--- src/rtl/snake_pkg.sv ---
// rtl/snake_pkg.sv - shared encodings for the snake engine: directions, FSM states, death causes.
package snake_pkg;

  localparam logic [1:0] DIR_UP    = 2'd0;
  localparam logic [1:0] DIR_DOWN  = 2'd1;
  localparam logic [1:0] DIR_RIGHT = 2'd2;
  localparam logic [1:0] DIR_LEFT  = 2'd3;

  typedef enum logic [1:0] {
    ST_IDLE = 2'd0,
    ST_RUN  = 2'd1,
    ST_DEAD = 2'd2
  } state_t;

  localparam logic [1:0] CAUSE_NONE = 2'd0;
  localparam logic [1:0] CAUSE_WALL = 2'd1;
  localparam logic [1:0] CAUSE_SELF = 2'd2;

  // Opposite pairs differ only in bit 0 (UP/DOWN, RIGHT/LEFT).
  function automatic logic [1:0] opposite(input logic [1:0] d);
    return {d[1], ~d[0]};
  endfunction

endpackage

--- src/rtl/snake_tick_gen.sv ---
// rtl/snake_tick_gen.sv - step prescaler; tick marks the terminal count of TICK_CYCLES << speed_sel.
module snake_tick_gen #(
  parameter int TICK_CYCLES = 50_000_000
) (
  input  logic       clk,
  input  logic       rst,
  input  logic       enable,
  input  logic       clear,
  input  logic [1:0] speed_sel,
  output logic       tick
);

  localparam int CW = $clog2(TICK_CYCLES) + 4;

  logic [CW-1:0] cnt;
  logic [CW-1:0] limit;

  assign limit = (CW'(TICK_CYCLES) << speed_sel) - CW'(1);
  assign tick  = enable && (cnt == limit);

  // A counter left above a freshly lowered limit clears instead of firing.
  always_ff @(posedge clk or posedge rst) begin
    if (rst) begin
      cnt <= '0;
    end else if (clear) begin
      cnt <= '0;
    end else if (enable) begin
      if (cnt >= limit) cnt <= '0;
      else              cnt <= cnt + CW'(1);
    end
  end

endmodule

--- src/rtl/snake_engine.sv ---
// rtl/snake_engine.sv - parametrised snake body, timer, direction arbitration, growth and death.
// Optional SNAKE_WRAP_EN: head wraps at the playfield edges instead of dying on the wall.
module snake_engine
  import snake_pkg::*;
#(
  parameter int GRID_W      = 32,
  parameter int GRID_H      = 24,
  parameter int MAX_LEN     = 64,
  parameter int INIT_LEN    = 3,
  parameter int TICK_CYCLES = 50_000_000,
  localparam int XW = $clog2(GRID_W),
  localparam int YW = $clog2(GRID_H),
  localparam int LW = $clog2(MAX_LEN + 1)
) (
  input  logic                  clk,
  input  logic                  rst,
  input  logic                  start,
  input  logic                  pause,
  input  logic [1:0]            speed_sel,
  input  logic [1:0]            dir_req,
  input  logic                  dir_valid,
  input  logic [XW-1:0]         food_x,
  input  logic [YW-1:0]         food_y,
  input  logic                  food_valid,
  output logic [1:0]            cur_dir,
  output logic [MAX_LEN*XW-1:0] body_x,
  output logic [MAX_LEN*YW-1:0] body_y,
  output logic [LW-1:0]         length,
  output logic [1:0]            state,
  output logic                  step_pulse,
  output logic                  ate_pulse,
  output logic [1:0]            death_cause
);

  localparam logic [XW:0]   X_LIM    = (XW+1)'(GRID_W);
  localparam logic [YW:0]   Y_LIM    = (YW+1)'(GRID_H);
  localparam logic [XW:0]   X_ONE    = (XW+1)'(1);
  localparam logic [YW:0]   Y_ONE    = (YW+1)'(1);
  localparam logic [LW-1:0] LEN_MAX  = LW'(MAX_LEN);
  localparam logic [LW-1:0] LEN_INIT = LW'(INIT_LEN);

  logic [XW-1:0] bx     [MAX_LEN];
  logic [YW-1:0] by     [MAX_LEN];
  logic [XW-1:0] init_x [MAX_LEN];
  logic [YW-1:0] init_y [MAX_LEN];
  logic [1:0]    pend_dir;
  state_t        st, st_nx;
  logic          tick, wall, eat, grow, self_hit;
  logic [XW:0]   nx;
  logic [YW:0]   ny;

  for (genvar i = 0; i < MAX_LEN; i++) begin : g_seg
    if (i < INIT_LEN) begin : g_live
      assign init_x[i] = XW'(GRID_W / 2);
      assign init_y[i] = YW'(GRID_H / 2 + i);
    end else begin : g_empty
      assign init_x[i] = '0;
      assign init_y[i] = '0;
    end
    assign body_x[i*XW +: XW] = bx[i];
    assign body_y[i*YW +: YW] = by[i];
  end

  snake_tick_gen #(.TICK_CYCLES(TICK_CYCLES)) u_tick (
    .clk       (clk),
    .rst       (rst),
    .enable    ((st == ST_RUN) && !pause),
    .clear     (start),
    .speed_sel (speed_sel),
    .tick      (tick)
  );

  // Head math is one bit wider so a step below zero lands far above the limit.
  always_comb begin
    nx = {1'b0, bx[0]};
    ny = {1'b0, by[0]};
    case (pend_dir)
      DIR_UP:    ny = ny - Y_ONE;
      DIR_DOWN:  ny = ny + Y_ONE;
      DIR_RIGHT: nx = nx + X_ONE;
      default:   nx = nx - X_ONE;
    endcase
`ifdef SNAKE_WRAP_EN
    wall = 1'b0;
    if (nx == X_LIM)     nx = '0;
    else if (nx > X_LIM) nx = X_LIM - X_ONE;
    if (ny == Y_LIM)     ny = '0;
    else if (ny > Y_LIM) ny = Y_LIM - Y_ONE;
`else
    wall = (nx >= X_LIM) || (ny >= Y_LIM);
`endif
    eat  = food_valid && (nx == {1'b0, food_x}) && (ny == {1'b0, food_y});
    grow = eat && (length < LEN_MAX);
    // The tail only counts as an obstacle when it stays put because we grow.
    self_hit = 1'b0;
    for (int j = 1; j < MAX_LEN; j++) begin
      if ((LW'(j + 1) < length) || (grow && (LW'(j + 1) == length))) begin
        if (({1'b0, bx[j]} == nx) && ({1'b0, by[j]} == ny)) self_hit = 1'b1;
      end
    end
  end

  always_ff @(posedge clk or posedge rst) begin
    if (rst) st <= ST_IDLE;
    else     st <= st_nx;
  end

  always_comb begin
    st_nx = st;
    if (start)                                     st_nx = ST_RUN;
    else if (st == ST_RUN && tick && (wall || self_hit)) st_nx = ST_DEAD;
  end

  assign state = st;

  always_ff @(posedge clk or posedge rst) begin
    if (rst) begin
      bx          <= init_x;
      by          <= init_y;
      length      <= LEN_INIT;
      cur_dir     <= DIR_UP;
      pend_dir    <= DIR_UP;
      death_cause <= CAUSE_NONE;
      step_pulse  <= 1'b0;
      ate_pulse   <= 1'b0;
    end else begin
      step_pulse <= 1'b0;
      ate_pulse  <= 1'b0;
      if (start) begin
        bx          <= init_x;
        by          <= init_y;
        length      <= LEN_INIT;
        cur_dir     <= DIR_UP;
        pend_dir    <= DIR_UP;
        death_cause <= CAUSE_NONE;
      end else begin
        if (st == ST_RUN && dir_valid && dir_req != opposite(cur_dir)) pend_dir <= dir_req;
        if (tick) begin
          cur_dir <= pend_dir;
          if (wall) begin
            death_cause <= CAUSE_WALL;
          end else if (self_hit) begin
            death_cause <= CAUSE_SELF;
          end else begin
            bx[0] <= nx[XW-1:0];
            by[0] <= ny[YW-1:0];
            for (int j = 1; j < MAX_LEN; j++) begin
              if ((LW'(j) < length) || (grow && (LW'(j) == length))) begin
                bx[j] <= bx[j-1];
                by[j] <= by[j-1];
              end
            end
            if (grow) length <= length + LW'(1);
            step_pulse <= 1'b1;
            ate_pulse  <= eat;
          end
        end
      end
    end
  end

endmodule

--- config.mk ---
export PLATFORM = sky130hd
export DESIGN_NAME = snake_engine
export DESIGN_NICKNAME = d
export VERILOG_FILES = /design/src/rtl/snake_pkg.sv /design/src/rtl/snake_tick_gen.sv /design/src/rtl/snake_engine.sv
export SDC_FILE = /design/constraint.sdc
export NUM_CORES = 2
export LEC_CHECK = 0
export ABC_AREA = 1
export CAP_MARGIN = 0
export CORE_UTILIZATION = 31
export DETAILED_ROUTE_END_ITERATION = 10
export PLACE_DENSITY_LB_ADDON = 0.2
export SYNTH_ARGS = -nofsm -noshare
export SYNTH_HDL_FRONTEND = slang
export SYNTH_SLANG_ARGS = --single-unit
export TNS_END_PERCENT = 1
--- constraint.sdc ---
create_clock -name clk -period 26.5 [get_ports clk]
set_input_delay 7.95 -clock clk [delete_from_list [all_inputs] [get_ports clk]]
set_output_delay 7.95 -clock clk [all_outputs]
set_load 0.005 [all_outputs]
Yosys cells after proc, flatten, opt, wreduce, memory -nomap -nowiden
Index checks and enable logic that the tools add are counted.
{ "classes": {"add_sub_neg": 7, "magnitude_cmp": 68, "n_eq_ne": 199, "n_shift": 1, "n_mux": 288, "bitwise_logic": 1, "reduce_logical": 340} }
{ "ops": {"columns": ["operator", "count"], "rows": [
  ["2-to-1 mux 320 bit", 8],
  ["equality test 5 x 6 -> 1 bit", 126],
  ["2-to-1 mux 5 bit", 126],
  ["AND reduction 4 bit", 64],
  ["equality test 6 x 7 -> 1 bit (first input constant)", 32],
  ["less-than comparator 6 x 7 -> 1 bit (first input constant)", 32],
  ["logical AND 1 bit", 136],
  ["nonzero test 2 bit", 68],
  ["2-to-1 mux 1 bit", 134],
  ["equality test 5 x 7 -> 1 bit (first input constant)", 16],
  ["less-than comparator 5 x 7 -> 1 bit (first input constant)", 16],
  ["2-to-1 mux 30 bit", 3],
  ["logical OR 1 bit", 66],
  ["equality test 4 x 7 -> 1 bit (first input constant)", 8],
  ["less-than comparator 4 x 7 -> 1 bit (first input constant)", 8],
  ["2-to-1 mux 7 bit", 5],
  ["adder 30 x 1 -> 30 bit (second input constant)", 1],
  ["equality test 30 bit", 1],
  ["greater-or-equal comparator 30 bit", 1],
  ["left shift 26 x 2 -> 30 bit (first input constant)", 1],
  ["subtractor 30 x 2 -> 30 bit (second input constant)", 1],
  ["equality test 3 x 7 -> 1 bit (first input constant)", 4],
  ["less-than comparator 3 x 7 -> 1 bit (first input constant)", 4],
  ["case mux 6 bit (2 select lines)", 2],
  ["other kinds (25)", 41]
]} }
{ "word_totals": {"ff_bits": 687, "input_bits": 20, "out_inout_bits": 655, "wordCells": 1040} }

Logic depth before layout (Yosys ltp)
{ "logic_depth": {"ltp_word": 138, "ltp_mapped": 35, "depth_no_buf": 31} }

By module
From an unflattened synthesis, not the netlist that was laid out.
{ "unflattened": {"hier_cells": 5600, "area_unflattened_um2": 41887.7} }
{ "by_module_without_submodules": {"columns": ["mod", "instances", "cells_per_inst", "area_per_inst_um2", "seq_area_each_um2"], "rows": [
  ["snake_engine", 1, 5141, 38997.4, 16457.0],
  ["snake_tick_gen", 1, 459, 2890.3, 750.7]
]} }

Worst setup path before layout
Ideal clock, no wire load.
{ "synth_timing": {"path_kind": "input to register", "start": "input speed_sel[0]", "end": "register bx, in the netlist body_x[35]", "setup_time_ns": 0.121, "t_arrival_ns": 10.444, "required_ns": 26.379, "path_slack_ns": 15.935, "path_stages": 18, "path_buffers": 3, "cell_sequence": "nor2_1 > inv_1 > ha_1 > ha_1 > nand3_1 > nor3_1 > nand2_1 > nor2_1 > inv_1 > nor2_1 > nand3_2 > inv_2 > buf_6 > buf_2 > nand2_1 > buf_4 > nand2_1 > o21ai_1"} }
{ "synth_via": {"elab_chain_cells": 6} }
{ "synth_lines": {"columns": ["element", "line_no", "text"], "rows": [
  ["start: declaration", "snake_engine.sv:19", "input logic [1:0] speed_sel,"],
  ["left shift 26 x 2 -> 30 bit", "snake_tick_gen.sv:18", "assign limit = (CW'(TICK_CYCLES) << speed_sel) - CW'(1);"],
  ["subtractor 30 x 2 -> 30 bit", "snake_tick_gen.sv:18", null],
  ["equality test 30 bit", "snake_tick_gen.sv:19", "assign tick = enable && (cnt == limit);"],
  ["logical AND 1 bit", "snake_tick_gen.sv:19", null],
  ["nonzero test 2 bit (no line)", null, null],
  ["AND reduction 4 bit (no line)", null, null],
  ["end signal: assignment", "snake_engine.sv:118", "bx <= init_x;"],
  ["end signal: assignment", "snake_engine.sv:130", "bx <= init_x;"],
  ["end signal: indexed assignment", "snake_engine.sv:149", "bx[j] <= bx[j-1];"],
  ["end: declaration", "snake_engine.sv:42", "logic [XW-1:0] bx [MAX_LEN];"]
]} }
No other way between the ends.
A chain may end at the register's enable or synchronous reset.

Worst setup path after layout
{ "layout_timing": {"start": "input food_x[1]", "end": "register by, in the netlist body_y[138]"} }
{ "layout_via": {"elab_chain_cells": 133, "elab_cells_between_ends": 258, "classes_between": "eq/ne (2); mux (125); reduce/logical (131)"} }
{ "layout_lines": {"columns": ["element", "line_no", "text"], "rows": [
  ["start: declaration", "snake_engine.sv:22", "input logic [XW-1:0] food_x,"],
  ["equality test 6 x 5 -> 1 bit *", "snake_engine.sv:92", "eat = food_valid && (nx == {1'b0, food_x}) && (ny == {1'b0, food_y});"],
  ["logical AND 1 bit * (2 in series)", "snake_engine.sv:92", null],
  ["logical AND 1 bit *", "snake_engine.sv:93", "grow = eat && (length < LEN_MAX);"],
  ["logical AND 1 bit", "snake_engine.sv:97", "if ((LW'(j + 1) < length) || (grow && (LW'(j + 1) == length))) begin"],
  ["logical OR 1 bit", "snake_engine.sv:97", null],
  ["2-to-1 mux 1 bit", "snake_engine.sv:97", null],
  ["2-to-1 mux 1 bit", "snake_engine.sv:98", "if (({1'b0, bx[j]} == nx) && ({1'b0, by[j]} == ny)) self_hit = 1'b1;"],
  ["2-to-1 mux 1 bit", "snake_engine.sv:97", null],
  ["[116 not listed]", null, null],
  ["2-to-1 mux 1 bit", "snake_engine.sv:98", null],
  ["2-to-1 mux 1 bit", "snake_engine.sv:97", null],
  ["2-to-1 mux 1 bit", "snake_engine.sv:98", null],
  ["2-to-1 mux 1 bit", "snake_engine.sv:97", null],
  ["2-to-1 mux 1 bit", "snake_engine.sv:98", null],
  ["2-to-1 mux 1 bit", "snake_engine.sv:97", null],
  ["!= test 2 bit (no line)", null, null],
  ["AND reduction 4 bit (no line) *", null, null],
  ["end signal: assignment", "snake_engine.sv:119", "by <= init_y;"],
  ["end signal: assignment", "snake_engine.sv:131", "by <= init_y;"],
  ["end signal: indexed assignment", "snake_engine.sv:150", "by[j] <= by[j-1];"],
  ["end: declaration", "snake_engine.sv:43", "logic [YW-1:0] by [MAX_LEN];"]
]} }
Mark *: on every way between the ends. The rest lies on a longest branch, timed or not.

==> results.json <==
{
  "ctsResizeCount": 0,
  "ys_seq_area_share_pct": 41.7,
  "drc_errors": 0,
  "min_period_over_period_pct": 54.3,
  "ctsHoldBuffers": 0,
  "die_h_um": 367,
  "synth_area_leaders": "dfrtp_1 41%, nand2_1 12%, nor2_1 9.3%",
  "syn_avg_cell_area_um2": 7.02,
  "syn_area_um2": 41200,
  "synth.largest_area_cell": "dfrtp_1",
  "overflow": 0,
  "wl_per_cell_um": 23.8,
  "cellPowerDensity_nw_per_um2": 51.4,
  "grt_pass1_wl_um": 283000,
  "max_slew_margin_pct": 24.7,
  "gp_congestion": 0.926,
  "viasPerCell": 5.13,
  "area_growth_pct": 26.5,
  "fill_cells": 13697,
  "die_w_um": 367,
  "crit_arrival_ns": 14.98,
  "status": "finished clean",
  "io_pins": 675,
  "hold_viol": 0,
  "cap_violations": 0,
  "cts.clk_slew.worst_paths_ns": 0.05,
  "period_minus_slack_ns": 14.39,
  "ys.flop_type": "dfrtp_1",
  "core_um2": 132000,
  "dieArea_um2": 134000,
  "hold_ws_ns": 0.503,
  "cts_setup_buffers": 0,
  "final.setup_skew_ns": 0.0412,
  "slew_viol_final": 0,
  "finalWirelength_um": 195000,
  "htreeDepth": 3,
  "finalInstanceArea_um2": 52200,
  "min_path_type": "flop to flop",
  "fin_ws_ns": 12.12,
  "cts_root_buf": "clkbuf_16",
  "synth_top_area_share_pct": 40.9,
  "synthArstFlopShare_pct": 100,
  "first_pass_iters": 5,
  "p_leak_uw": 0.0251,
  "placed_cell_area_um2": 49300,
  "clk_latency_ns": 0.72,
  "cp-end-kind": "flop",
  "antenna_cells": 0,
  "vias": 42050,
  "yosys_warnings": 0,
  "cts_tree": "done",
  "antenna_found_initial": 3,
  "rows": 133,
  "io_buffer_count": 674,
  "cts.sinks": 687,
  "ys_types": 52,
  "worstMarginPinSlew_ns": 1.13,
  "critPathLaunchType": "primary input",
  "ant_nets": 0,
  "grt_use_total_pct": 28.2,
  "ctsLongestPathBuffers": 3,
  "grt_max_degree": 209,
  "cp.required_ns": 27.10,
  "ys_ff_latch": 687,
  "layout-drive-gt1-share_pct": 3.98,
  "finalSetupViolations": 0,
  "crit_type": "primary input to flop",
  "num-nets-final": 6427,
  "cts_made_buffers": 89,
  "rsz0062_at_grt": "no",
  "start_util_pct": 31.3,
  "hpwl_um": 138000,
  "grt_pass1_vias": 40164,
  "synth-edff-count": 0,
  "tns_ns": 0,
  "post-place-ws_ns": 11.46,
  "fmax_mhz": 69.5,
  "drt-initial-drc-count": 3527,
  "path_max_fanout": 38,
  "ir_drop_mv": 0.0491,
  "syn_inst": 5871
}
[cell usage in the layout, fill, tap and decap left out, types with 20 or more instances in the layout]
cell,synthesis,routed
a21oi_1,216,216
buf_4,16,50
clkbuf_1,129,27
clkbuf_16,0,90
clkdlybuf4s50_1,0,673
dfrtp_1,674,674
ha_1,36,36
inv_1,692,691
nand2_1,1351,1336
nand3_1,371,371
nand4_1,121,121
nor2_1,1019,1019
nor3_1,92,92
o21ai_0,284,283
o21ai_1,56,56
o22ai_1,177,177
xnor2_1,20,20
xor2_1,270,270
[final timing paths]
check / start / end / slack [ns] / cells past startpoint
worst max-delay path: food_x[1] / body_y[138]$_DFFE_PP0P_ / 12.12 / 25
worst max register to register: pend_dir[1]$_DFFE_PP0P_ / body_y[138]$_DFFE_PP0P_ / 17.84 / 31
max in group asynchronous: rst / body_x[69]$_DFFE_PP0P_ / 14.69 / 7
worst min-delay path: death_cause[1]$_DFFE_PP0P_ / death_cause[1]$_DFFE_PP0P_ / 0.50 / 1
min in group asynchronous: rst / body_x[296]$_DFFE_PP0P_ / 7.92 / 3
worst min register to register: death_cause[1]$_DFFE_PP0P_ / death_cause[1]$_DFFE_PP0P_ / 0.50 / 1
[final cells by class]
class	count	area [µm²]	area share (%)
clock buffers	132	2560	4.91
clock inverters	24	328	0.628
inverters	710	2680	5.14
multi-input cells	4156	20000	38.4
flip-flops and latches	687	17200	33.0
well taps	1755	2200	4.21
repair buffers	725	7150	13.7
[routing by layer]
| layer | global-route usage, % | up-vias | part of all wire [%] |
|---|---|---|---|
| li1 | - | 19674 | - |
| met1 | 35.1 | 20543 | 41 |
| met2 | 46.8 | 1541 | 47 |
| met3 | 7.81 | 288 | 8.1 |
| met4 | 9.50 | 4 | 3.5 |
| met5 | 0 | - | 0.012 |
[synthesized netlist by cell type (all sizes together) (2+ instances only)]
master and instances:
a211oi 4, a21oi 217, a221oi 4, a22oi 3, a31oi 3, buf 190
clkbuf 129, clkinv 2, conb 2, dfrtp 674, dfstp 13, fa 2
ha 36, inv 708, nand2 1355, nand3 372, nand3b 17, nand4 121
nor2 1024, nor3 92, nor3b 2, nor4 16, o2111ai 10, o211ai 17
o21a 3, o21ai 344, o21bai 7, o221ai 2, o22ai 177, o31ai 8
or2 21, xnor2 20, xor2 270
[stage by stage]
| step | total power, µW | instances | util [%] |
|---|---|---|---|
| 6_report | 2680 | 8189 | 39.6 |
| 2_1_floorplan | 1310 | 5872 | - |
| 4_1_cts | 2700 | 8189 | 39.6 |
| 3_3_place_gp | 1460 | 8033 | 37.4 |
| 5_1_grt | 2760 | 8189 | 39.6 |
| 3_5_place_dp | 1460 | 8033 | 37.4 |
[kinds of logic after synthesis]
family | synth area share [%]
buffers and inverters | 9.96
AO/OA/AOI/OAI | 10.7
XOR/XNOR | 6.16
AND/OR/NAND/NOR | 30.2
adder cells (fa/ha/maj) | 1.19
flip-flops | 41.7
other | 0.0182
[where the power goes]
part | switching, µW | internal [µW]
Sequential | 1.16 | 1050
Clock | 509 | 726
Combinational | 304 | 87.9
Total | 814 | 1860
[worst max-delay path: stages]
cell and delay [ns]:
clkdlybuf4s50_1 0.46, inv_1 0.05, nand2_1 0.05, nand2_1 0.06
nor2_1 0.09, nand3_1 0.07, nor2_1 0.35, nand3_1 0.19
nor2_4 0.71, nand3_1 0.82, nor2_1 0.48, nand2_1 0.13
nand2_1 0.44, inv_1 0.22, o21ai_1 0.21, nor2_1 0.10
nand2_1 0.17, nor2_2 0.08, nand3_2 0.25, clkinv_2 0.54
buf_4 0.55, nand2_1 0.72, nand2_1 0.11, nand2_1 0.09
nor2_1 0.05
[registers in the layout, summed over array words and instances (netlist names)]
signal and cells:
body_y 320, death_cause 2, body_x 320, state 2
ate_pulse 1, pend_dir 2, length 7, cur_dir 2
u_tick.cnt 30, step_pulse 1
Power figures use the tool's default switching activity.
